File: config.mk
export PLATFORM = sky130hd
export DESIGN_NAME = branch_resolve_unit
export DESIGN_NICKNAME = d
export VERILOG_FILES = /design/src/rtl/branch_resolve_unit.sv
export SDC_FILE = /design/constraint.sdc
export NUM_CORES = 1
export LEC_CHECK = 0
export ABC_AREA = 0
export CELL_PAD_IN_SITES_DETAIL_PLACEMENT = 1
export CELL_PAD_IN_SITES_GLOBAL_PLACEMENT = 2
export CORE_UTILIZATION = 33
export DETAILED_ROUTE_END_ITERATION = 7
export PLACE_DENSITY = 0.83
export SLEW_MARGIN = 40
export SYNTH_ARGS = -nofsm -noshare
export SYNTH_HDL_FRONTEND = slang
export SYNTH_SLANG_ARGS = --single-unit
File: constraint.sdc
create_clock -name clk -period 9.9 [get_ports clk]
set_input_delay 1.485 -clock clk [delete_from_list [all_inputs] [get_ports clk]]
set_output_delay 1.485 -clock clk [all_outputs]
set_load 0.05 [all_outputs]
File: src/rtl/branch_resolve_unit.sv
// branch_resolve_unit: end-of-EX branch resolver with a 2-bit-counter BHT, registered redirect and perf counters
//   clk, rst                     clock; asynchronous active-high reset
//   pred_pc_i / pred_taken_o     combinational BHT lookup for fetch
//   ex_*                         instruction in EX: valid, flush, opcode, funct3, pc, operands, imm, fetch prediction
//   res_valid/taken/target_o     registered resolution of a legal branch
//   redirect_o / redirect_pc_o   registered misprediction redirect to the PC mux
//   illegal_o                    registered: branch opcode with reserved funct3
//   br_count_o / mispred_count_o wrapping counts of legal branches and redirects
module branch_resolve_unit #(
  parameter int XLEN = 32,
  parameter int BHT_ENTRIES = 64,
  parameter logic [1:0] BHT_INIT = 2'b01
) (
  input  logic            clk,
  input  logic            rst,
  input  logic [XLEN-1:0] pred_pc_i,
  output logic            pred_taken_o,
  input  logic            ex_valid_i,
  input  logic            ex_flush_i,
  input  logic [6:0]      ex_opcode_i,
  input  logic [2:0]      ex_funct3_i,
  input  logic [XLEN-1:0] ex_pc_i,
  input  logic [XLEN-1:0] ex_rs1_i,
  input  logic [XLEN-1:0] ex_rs2_i,
  input  logic [XLEN-1:0] ex_imm_i,
  input  logic            ex_pred_taken_i,
  output logic            res_valid_o,
  output logic            res_taken_o,
  output logic [XLEN-1:0] res_target_o,
  output logic            redirect_o,
  output logic [XLEN-1:0] redirect_pc_o,
  output logic            illegal_o,
  output logic [XLEN-1:0] br_count_o,
  output logic [XLEN-1:0] mispred_count_o
);
  localparam int IDX_W = $clog2(BHT_ENTRIES);
  logic [1:0] bht [BHT_ENTRIES];
  logic fire, bad_f3, legal, eq, lt, ltu, taken, mispred;
  logic [XLEN-1:0] target, fall;
  logic [IDX_W-1:0] idx;
  logic [1:0] ctr, ctr_nxt;
  // lookup reads the array directly, so a same-cycle update is not yet visible
  assign pred_taken_o = bht[pred_pc_i[IDX_W+1:2]][1];
  assign fire = ex_valid_i & ~ex_flush_i & (ex_opcode_i == 7'b1100011);
  assign bad_f3 = ex_funct3_i[2:1] == 2'b01;
  assign legal = fire & ~bad_f3;
  assign eq = ex_rs1_i == ex_rs2_i;
  assign lt = $signed(ex_rs1_i) < $signed(ex_rs2_i);
  assign ltu = ex_rs1_i < ex_rs2_i;
  // funct3[0] inverts the base condition: eq/ne, lt/ge, ltu/geu
  assign taken = ~bad_f3 & ((ex_funct3_i[2] ? (ex_funct3_i[1] ? ltu : lt) : eq) ^ ex_funct3_i[0]);
  assign target = ex_pc_i + ex_imm_i;
  assign fall = ex_pc_i + XLEN'(4);
  assign mispred = legal & (taken != ex_pred_taken_i);
  assign idx = ex_pc_i[IDX_W+1:2];
  assign ctr = bht[idx];
  always_comb begin
    ctr_nxt = taken ? (ctr == 2'b11 ? ctr : ctr + 2'b01) : (ctr == 2'b00 ? ctr : ctr - 2'b01);
  end
  always_ff @(posedge clk or posedge rst) begin
    if (rst) begin
      for (int i = 0; i < BHT_ENTRIES; i++) bht[i] <= BHT_INIT;
    end else if (legal) begin
      bht[idx] <= ctr_nxt;
    end
  end
  always_ff @(posedge clk or posedge rst) begin
    if (rst) begin
      res_valid_o <= 1'b0;
      res_taken_o <= 1'b0;
      res_target_o <= '0;
      redirect_o <= 1'b0;
      redirect_pc_o <= '0;
      illegal_o <= 1'b0;
      br_count_o <= '0;
      mispred_count_o <= '0;
    end else begin
      res_valid_o <= legal;
      redirect_o <= mispred;
      illegal_o <= fire & bad_f3;
      if (fire) begin
        res_taken_o <= taken;
        res_target_o <= target;
        redirect_pc_o <= taken ? target : fall;
      end
      if (legal) br_count_o <= br_count_o + XLEN'(1);
      if (mispred) mispred_count_o <= mispred_count_o + XLEN'(1);
    end
  end
endmodule

==> results.md, run 1 <==
* DRC at 0
* I/O Buffers at 281
* Final Util at 43.7%
* Most frequent cells in the layout: clkdlybuf4s50_1 (279), nand2_1 (241), dfrtp_1 (196), nor2_1 (101), o21ai_0 (96)
* FF-to-FF path depth at 9
* Ant. Diodes at 0
* IR drop worst, VDD at 0.000108 V
* TritonCTS clock tree: built
* Crit Path Category: in -> out
* CP Max Fanout at 16
* Relative slew slack at 45.9%
* Final hold violations at 0
* 1st-iter DRT viols at 756
* Worst R2R Setup Slack at 6.76 ns
* Setup bufs post-CTS at 0
* All-Layer GR Usage at 22.4%
* Area leader, netlist: dfrtp_1
* Element type at the critical path start: primary input
* CP arrival at 4.62 ns
* Run status: complete, no violations
* R2R Path Start: bht[4]
* Min Hold Slack at 0.473 ns
* Setup Viol. Count Final at 0
* FMAX at 164 MHz
* CTS root buf: clkbuf_16
* Die ar. at 0.0474 mm²
* Minimum clock period after layout at 6.11 ns
* Hold-fix buffers at CTS at 0
* Post-synth EDFFs at 0
* Worst Hold Class: reg -> reg
* Total grt overflow at 0
* Largest net degree at the start of global routing at 132
* Resize count post-CTS at 0
* Clk_lat worst skew at 0.54 ns
* Row cnt at 78
* Maxcap violations at 0
* H-tree depth at 2
* Seq cells post-synth at 260
* Async S/R FF share, synth at 100%
* Area of the mapped netlist at 0.0154 mm²
* Detail Placement HPWL at 39000 µm
* Reg clk slew, reported paths at 0.06 ns
* Setup TNS at 0 ns
* Syn. warnings at 0
* Critical path capture point type: output pin
* Share of the synthesized area in the top cell type at 31.9%
* CTS buffer count at 34
* Starting Density at 33.6%
* Synth-to-layout area growth at 29.9%
* First-pass GRT wire length at 82400 µm
* Die span in x at 218 µm
* Synth Net Count at 1814
* Die Height at 218 µm
* Core area at 0.0457 mm²
* RSZ-0062 raised after global routing: no
* Cells after DPL at 2399
* Slew Limit Fails at 0
* Avg Cell Area, Syn at 9.77 µm²
* Post-DR wirelength/cell at 21.6 µm
* DR vias/cell at 5.35
* Fin area at 0.0200 mm²
* Initial antenna violation count at 1
* Post-route ant nets at 0
* Number of global-route vias before repair at 14000
* Worst R2R End: bht[123]
* Critical path data required time at 8.42 ns
* Yosys cell types at 71
* Total Wirelength at 53200 µm
* Post-Place Cell Area at 0.0188 mm²
* Clk sink count at 260
* Cells after synthesis at 1572
* Final Cycle Share at 61.7%
* Clk_skew at 0.0130 ns
* Top FF cell, synth: dfrtp_1
* DRT Pass-1 Iters at 5
* Area contributors post-synth: dfrtp_1 (32%), dfstp_2 (11%), mux2_2 (6.0%)
* Post-route insts no fill at 2459
* Longest Clk Path Bufs at 3
* Most common cell after layout, fill and taps aside: clkdlybuf4s50_1
* Lkg Pwr at 8.47 nW
* Total number of vias at 13200
* GPL Wtd Cong at 0.853
* Worst Min Path Start: br_count_o[31]
* Hold EP: br_count_o[31]
* Least-Margin Pin Slew at 0.809 ns
* Share of post-route cells with drive strength above 1 at 14.5%
* IO Count at 308
* Hold Path Stages at 1
* Layout net count at 2077
* Sequential-to-total area share from yosys stat at 42.9%
* PD cells at 144 mW/mm²
* Fill cells at 5180
power breakdown:
| part | switching, W | internal [W] |
|---|---|---|
| clock network | 0.000487 | 0.000801 |
| logic | 0.000303 | 0.000185 |
| registers | 0.0000108 | 0.00108 |
registers in the layout, indices dropped and copies added, names as in the netlist:
signal           count
res_target_o        32
illegal_o            1
bht                128
redirect_pc_o       32
res_taken_o          1
redirect_o           1
br_count_o          32
mispred_count_o     32
res_valid_o          1
kinds of logic (layout without fill, tap and decap cells):
| family | after synthesis | in the layout | synth area share (%) |
|---|---|---|---|
| buffers and inverters | 123 | 410 | 3.44 |
| muxes | 136 | 136 | 11.4 |
| and+or+nand+nor | 541 | 541 | 16.4 |
| adders and majority gates | 69 | 69 | 5.64 |
| AOI/OAI and AO/OA | 325 | 325 | 13.5 |
| xor gates and xnor gates | 118 | 118 | 6.73 |
| DFF | 260 | 260 | 42.9 |
per-layer routing:
layer  track usage [%]  up-vias  routed length [µm]  share of wire [%]
met4              5.73        2                1090                2.1
li1                  -     6149                   -                  -
met3              4.66       66                3060                5.8
met1              29.3     6616               23300                 44
met2              37.7      322               25700                 48
met5                 0        -                  13              0.024
layout make-up:
class                      count  area, µm²  area share, %
multi-input combinational   1189       8310           41.7
sequential                   260       6590           33.0
timing repair buffer         297       2930           14.7
clock buffer                  52       1040           5.21
tap                          600        751           3.76
inverter                      53        211           1.06
clock inverter                 8        121          0.608
how the worst max path moves through the flow:
| stage | from | end | slack (ns) | cells after the start |
|---|---|---|---|---|
| 2_1_floorplan | rst | bht[101] | 1.37 | 1 |
| 3_3_place_gp | ex_pc_i[2] | bht[52] | 3.33 | 10 |
| 3_5_place_dp | ex_pc_i[2] | bht[37] | 3.64 | 12 |
| 4_1_cts | pred_pc_i[2] | pred_taken_o | 3.79 | 6 |
| 5_1_grt | pred_pc_i[2] | pred_taken_o | 3.73 | 6 |
| 6_report | pred_pc_i[2] | pred_taken_o | 3.79 | 6 |
synthesized netlist by cell type (7+ instances only):
cell type	n
a21oi_1	65
nor3_1	19
dfstp_2	64
buf_2	17
mux4_2	23
nor2_1	101
nor2b_1	12
o21ai_1	16
a21boi_0	7
buf_1	7
a21o_1	16
dfrtp_1	196
nor4_1	7
and4_1	9
mux2i_1	29
xor2_1	34
ha_1	66
xnor2_1	84
nand4_1	32
and2_1	10
o211ai_1	10
nand2_1	241
inv_1	52
or3_1	7
a31oi_1	11
o21ai_0	96
a22oi_1	40
nand3_1	47
o2111ai_1	8
a221oi_1	16
clkbuf_1	40
nand2b_1	12
and3_1	23
mux2_2	82
through the flow:
stage,power (W),setup slack (ns)
2_1_floorplan,0.00140,1.37
3_3_place_gp,0.00159,3.33
3_5_place_dp,0.00160,3.64
4_1_cts,0.00291,3.79
5_1_grt,0.00298,3.73
6_report,0.00287,3.79
worst max-delay path: stages:
cell and delay, ns:
clkdlybuf4s50_1 0.46, buf_4 0.33, mux4_2 0.60, mux4_2 0.53, mux4_2 0.49, clkdlybuf4s50_1 0.73
Note: power is estimated with default switching activity, not from simulation.
==> run 2: changes to the inputs <==
clock period = 6.1 ns   (was 9.9 ns; I/O delays follow)
==> run 2 against run 1 <==
Effect of this change:
- design area is 0.75% higher
- non-clock buffer count grew 17
- combinational power grew 64%
- hold slack better by 0.0025 ns
- wire length shrank 1.1%
- sequential cell count unchanged
- global-route usage shrank 0.12 points
- die area is the same
- total power rose by 62%
- first-iteration DRC count down 2.9%
- largest power group unchanged
==> results.md, run 2 (synthesis results as in run 1) <==
* Initial antenna violation count at 2 (was 1)
* Lkg Pwr at 8.56 nW (was 8.47 nW)
* Critical path capture point type: output pin (unchanged)
* Starting Density at 33.6% (unchanged)
* Row cnt at 78 (unchanged)
* Setup TNS at 0 ns (unchanged)
* CTS buffer count at 34 (unchanged)
* Fill cells at 5144 (was 5180)
* Setup Viol. Count Final at 0 (unchanged)
* Element type at the critical path start: primary input (unchanged)
* TritonCTS clock tree: built (unchanged)
* Die Height at 218 µm (unchanged)
* Most common cell after layout, fill and taps aside: clkdlybuf4s50_1 (unchanged)
* IO Count at 308 (unchanged)
* Slew Limit Fails at 0 (unchanged)
* Resize count post-CTS at 0 (unchanged)
* DRT Pass-1 Iters at 5 (unchanged)
* Biggest register: bht (unchanged)
* Reg clk slew, reported paths at 0.05 ns (was 0.06 ns)
* All-Layer GR Usage at 22.3% (was 22.4%)
* First-pass GRT wire length at 82700 µm (was 82400 µm)
* Most frequent cells in the layout: clkdlybuf4s50_1 (280), nand2_1 (241), dfrtp_1 (196), nor2_1 (101), o21ai_0 (96) (was clkdlybuf4s50_1 (279), nand2_1 (241), dfrtp_1 (196), nor2_1 (101), o21ai_0 (96))
* Crit Path Category: in -> out (unchanged)
* Setup bufs post-CTS at 0 (unchanged)
* Critical path data required time at 5.18 ns (was 8.42 ns)
* RSZ-0062 raised after global routing: no (unchanged)
* Total Wirelength at 52600 µm (was 53200 µm)
* Final Cycle Share at 81.4%
* Final Util at 44.0% (was 43.7%)
* Detail Placement HPWL at 39500 µm (was 39000 µm)
* Die span in x at 218 µm (unchanged)
* Total grt overflow at 0 (unchanged)
* Relative slew slack at 45.2% (was 45.9%)
* Clk_skew at 0.0259 ns (was 0.0130 ns)
* Post-DR wirelength/cell at 21.2 µm (was 21.6 µm)
* GPL Wtd Cong at 0.851 (was 0.853)
* Run status: complete, no violations (unchanged)
* Core area at 0.0457 mm² (unchanged)
* Clk sink count at 260 (unchanged)
* H-tree depth at 2 (unchanged)
* DR vias/cell at 5.36 (was 5.35)
* CTS root buf: clkbuf_16 (unchanged)
* CP arrival at 4.05 ns (was 4.62 ns)
* Number of global-route vias before repair at 14100 (was 14000)
* FMAX at 201 MHz
* IR drop worst, VDD at 0.000206 V (was 0.000108 V)
* Longest Clk Path Bufs at 3 (unchanged)
* Total number of vias at 13300 (was 13200)
* Synth-to-layout area growth at 30.9% (was 29.9%)
* CP Max Fanout at 16 (unchanged)
* Hold-fix buffers at CTS at 0 (unchanged)
* Least-Margin Pin Slew at 0.822 ns (was 0.809 ns)
* Final hold violations at 0 (unchanged)
* Minimum clock period after layout at 4.97 ns
* Maxcap violations at 0 (unchanged)
* Largest register FFs at 128 (unchanged)
* Clk_lat worst skew at 0.54 ns (about the same)
* DRC at 0 (unchanged)
* PD cells at 231 mW/mm² (was 144 mW/mm²)
* Largest net degree at the start of global routing at 95 (was 132)
* Layout net count at 2094 (was 2077)
* Worst Hold Class: reg -> reg (unchanged)
* I/O Buffers at 281 (unchanged)
* 1st-iter DRT viols at 734 (was 756)
* Share of post-route cells with drive strength above 1 at 15.0% (was 14.5%)
* Post-route ant nets at 0 (unchanged)
* Total power at 0.00464 W (was 0.00287 W)
* Die ar. at 0.0474 mm² (unchanged)
-- run 2: changes by cell type in the layout (fill, tap and decap cells not counted), sizes merged --
| cell | change |
|---|---|
| clkdlybuf4s50 | +1 |
| diode | +1 |
| inv | -1 |
| clkinv | +1 |
| clkbuf | +1 |
| buf | +16 |
-- run 2: through the flow --
step | instance area [µm²] | hold WS [ns] | setup WS, ns | cells
final | 20100 | 0.476 | 1.13 | 2478
after floorplan | 15400 | 0.463 | 1.70 | 1572
after CTS | 20100 | 0.480 | 1.12 | 2476
after detailed placement | 18900 | 0.467 | 1.13 | 2415
after global placement | 18900 | 0.462 | 1.14 | 2413
after global routing | 20100 | 0.495 | 1.05 | 2478
-- run 2: path summary, 6_finish.rpt --
path | start | to | slack, ns | depth (start not counted)
worst max-delay path | pred_pc_i[2] | pred_taken_o | 1.13 | 6
worst min-delay path | res_target_o[18] | res_target_o[18] | 0.48 | 2
worst max register to register | bht[12] | bht[41] | 2.88 | 9
worst min register to register | res_target_o[18] | res_target_o[18] | 0.48 | 2
max in group asynchronous | rst | bht[40] | 4.14 | 4
min in group asynchronous | rst | mispred_count_o[22] | 0.84 | 2
-- run 2: critical path, cell delays in order --
cell and delay [ns]:
clkdlybuf4s50_1 0.46, buf_4 0.33, mux4_2 0.60, mux4_2 0.51
mux4_2 0.49, clkdlybuf4s50_1 0.72
-- run 2: layer usage --
| metal | track usage (%) | up-vias | wire length [µm] | share of wire, % |
|---|---|---|---|---|
| met5 | 0 | - | 0 | 0 |
| met4 | 7.18 | 0 | 1380 | 2.6 |
| met3 | 3.78 | 78 | 2650 | 5.0 |
| met2 | 37.1 | 320 | 25200 | 48 |
| met1 | 29.5 | 6695 | 23400 | 44 |
| li1 | - | 6187 | - | - |
-- run 2: area by class of cell --
class,count,area (µm²),area share [%]
repair buffers,314,3140,15.6
multi-input cells,1189,8280,41.2
diodes,1,2.50,0.0124
clock buffers,53,1020,5.09
clock inverters,8,123,0.610
inverters,53,203,1.01
well taps,600,751,3.73
flip-flops and latches,260,6590,32.8
-- run 2: power by group --
| group | internal, W | switching (W) |
|---|---|---|
| sequential | 0.00176 | 0.0000173 |
| combinational | 0.000314 | 0.000488 |
| clock | 0.00128 | 0.000788 |
| total | 0.00335 | 0.00129 |
==> run 3: changes to the inputs <==
clock period = 4.81 ns   (was 6.1 ns; I/O delays follow)
==> run 3 against run 2 <==
Effect of this change:
- wire length is 0.11% higher
- total power is 26% higher
- combinational power is 28% higher
- clock power is 25% higher
- hold slack worse by 0.020 ns
- sequential share of layout area is 0.15 points lower
- first-iteration DRC count is 4.6% higher
- via count is 0.43% higher
- critical path depth stayed put
- largest cell class unchanged
- largest power group unchanged
==> results.md, run 3 (synthesis results as in run 1) <==
* 1st-iter DRT viols at 768 (was 734)
* Post-route ant nets at 0 (unchanged)
* PD cells at 290 mW/mm² (was 231 mW/mm²)
* DR vias/cell at 5.35 (was 5.36)
* Longest Clk Path Bufs at 3 (unchanged)
* Synth-to-layout area growth at 31.4% (was 30.9%)
* Maxcap violations at 0 (unchanged)
* Core area at 0.0457 mm² (unchanged)
* Hold-fix buffers at CTS at 0 (unchanged)
* Worst setup path endpoint: pred_taken_o (unchanged)
* Fill cells at 5138 (was 5144)
* CP arrival at 3.38 ns (was 4.05 ns)
* Clk_lat worst skew at 0.54 ns (about the same)
* Largest register FFs at 128 (unchanged)
* GR Util met1 at 29.8% (was 29.5%)
* First-pass GRT wire length at 83000 µm (was 82700 µm)
* Setup TNS at 0 ns (unchanged)
* Total grt overflow at 0 (unchanged)
* H-tree depth at 2 (unchanged)
* Layout net count at 2110 (was 2094)
* Total Wirelength at 52700 µm (was 52600 µm)
* Final Util at 44.2% (was 44.0%)
* All-Layer GR Usage at 22.4% (was 22.3%)
* RSZ-0062 raised after global routing: no (unchanged)
* GRT Max-Usage Layer: met2 (unchanged)
* Critical path capture point type: output pin (unchanged)
* CTS buffer count at 34 (unchanged)
* Total power at 0.00587 W (was 0.00464 W)
* Setup Viol. Count Final at 0 (unchanged)
* Critical path data required time at 4.09 ns (was 5.18 ns)
* Worst R2R End: mispred_count_o[21] (was bht[41])
* Final hold violations at 0 (unchanged)
* TritonCTS clock tree: built (unchanged)
* Clk_skew at 0.0152 ns (was 0.0259 ns)
* Number of global-route vias before repair at 14200 (was 14100)
* Initial antenna violation count at 1 (was 2)
* CTS root buf: clkbuf_16 (unchanged)
* FMAX at 244 MHz
* Reg clk slew, reported paths at 0.05 ns (about the same)
* Starting Density at 33.6% (unchanged)
* Run status: complete, no violations (unchanged)
* Slew Limit Fails at 0 (unchanged)
* Die span in x at 218 µm (unchanged)
* CP Launch Point: pred_pc_i[2] (unchanged)
* Die ar. at 0.0474 mm² (unchanged)
* Total number of vias at 13300 (about the same)
* Detail Placement HPWL at 39600 µm (was 39500 µm)
* IR drop worst, VDD at 0.000211 V (was 0.000206 V)
* DRC at 0 (unchanged)
* Most common cell after layout, fill and taps aside: clkdlybuf4s50_1 (unchanged)
* Relative slew slack at 43.1% (was 45.2%)
* Resize count post-CTS at 0 (unchanged)
* Share of post-route cells with drive strength above 1 at 15.6% (was 15.0%)
* I/O Buffers at 281 (unchanged)
* Post-DR wirelength/cell at 21.1 µm (was 21.2 µm)
* M3 GR Usage at 3.32% (was 3.78%)
* IO Count at 308 (unchanged)
* FF-to-FF path depth at 8 (was 9)
* GPL Wtd Cong at 0.856 (was 0.851)
* R2R Path Start: mispred_count_o[5] (was bht[12])
* Crit Path Category: in -> out (unchanged)
* CP Max Fanout at 16 (unchanged)
* Worst Hold Class: in -> async (was reg -> reg)
* Element type at the critical path start: primary input (unchanged)
* Setup bufs post-CTS at 0 (unchanged)
* Row cnt at 78 (unchanged)
* Clk sink count at 260 (unchanged)
* Lkg Pwr at 8.62 nW (was 8.56 nW)
* Least-Margin Pin Slew at 0.854 ns (was 0.822 ns)
* Final Cycle Share at 85.2%
* Biggest register: bht (unchanged)
* DRT Pass-1 Iters at 5 (unchanged)
* Worst R2R Setup Slack at 1.77 ns (was 2.88 ns)
* Die Height at 218 µm (unchanged)
* Most frequent cells in the layout: clkdlybuf4s50_1 (280), nand2_1 (241), dfrtp_1 (196), nor2_1 (101), o21ai_0 (96) (unchanged)
* Largest net degree at the start of global routing at 129 (was 95)
* GR Util met2 at 37.6% (was 37.1%)
* Minimum clock period after layout at 4.10 ns
[run 3: cell types whose count changed in the layout (fill, tap and decap cells not counted), moves of 3 or more]
cell | before | now
buf_4 | 27 | 44
clkinvlp_4 | 1 | 5
nor3_1 | 16 | 19
nor3_2 | 6 | 3
[run 3: power breakdown]
| group | total (W) | switching, W | internal, W | leakage, nW |
|---|---|---|---|---|
| sequential | 0.00225 | 0.0000218 | 0.00223 | 3.37 |
| combinational | 0.00103 | 0.000622 | 0.000406 | 4.70 |
| clock | 0.00259 | 0.00102 | 0.00157 | 0.548 |
| total | 0.00587 | 0.00166 | 0.00420 | 8.62 |
[run 3: through the flow]
stage | hold slack (ns) | instance area, µm² | std cells | worst slack (ns)
2_1_floorplan | 0.463 | 15400 | 1572 | 0.713
3_3_place_gp | 0.459 | 19000 | 2432 | 0.267
3_5_place_dp | 0.462 | 19000 | 2432 | 0.429
4_1_cts | 0.434 | 20200 | 2494 | 0.713
5_1_grt | 0.469 | 20200 | 2495 | 0.652
6_report | 0.456 | 20200 | 2495 | 0.712
[run 3: how the worst min path moves through the flow]
stage                      from             endpoint  slack [ns]  depth (start not counted)
2_1_floorplan          bht[127]             bht[127]        0.46                          2
3_3_place_gp   res_target_o[25]     res_target_o[25]        0.46                          2
3_5_place_dp   res_target_o[12]     res_target_o[12]        0.46                          2
4_1_cts                     rst  mispred_count_o[31]        0.43                          2
5_1_grt                     rst  mispred_count_o[30]        0.47                          2
6_report                    rst  mispred_count_o[30]        0.46                          2
[run 3: layer usage]
layer / vias up / part of all wire [%]
met4: 0 / 2.1
met1: 6713 / 45
met5: - / 0
li1: 6220 / -
met2: 330 / 48
met3: 74 / 4.7
[run 3: layout make-up]
cell class              count  area, µm²  share of cell area [%]
diodes                      1       2.50                  0.0124
clock buffers              53       1060                    5.23
clock inverters             9       87.6                   0.434
inverters                  53        203                    1.00
multi-input cells        1189       8270                    40.9
flip-flops and latches    260       6590                    32.6
well taps                 600        751                    3.72
repair buffers            330       3240                    16.1
[run 3: worst max-delay path: stages]
cell	delay (ns)
clkdlybuf4s50_1	0.46
buf_4	0.35
mux4_2	0.61
mux4_2	0.51
mux4_2	0.51
buf_4	0.21
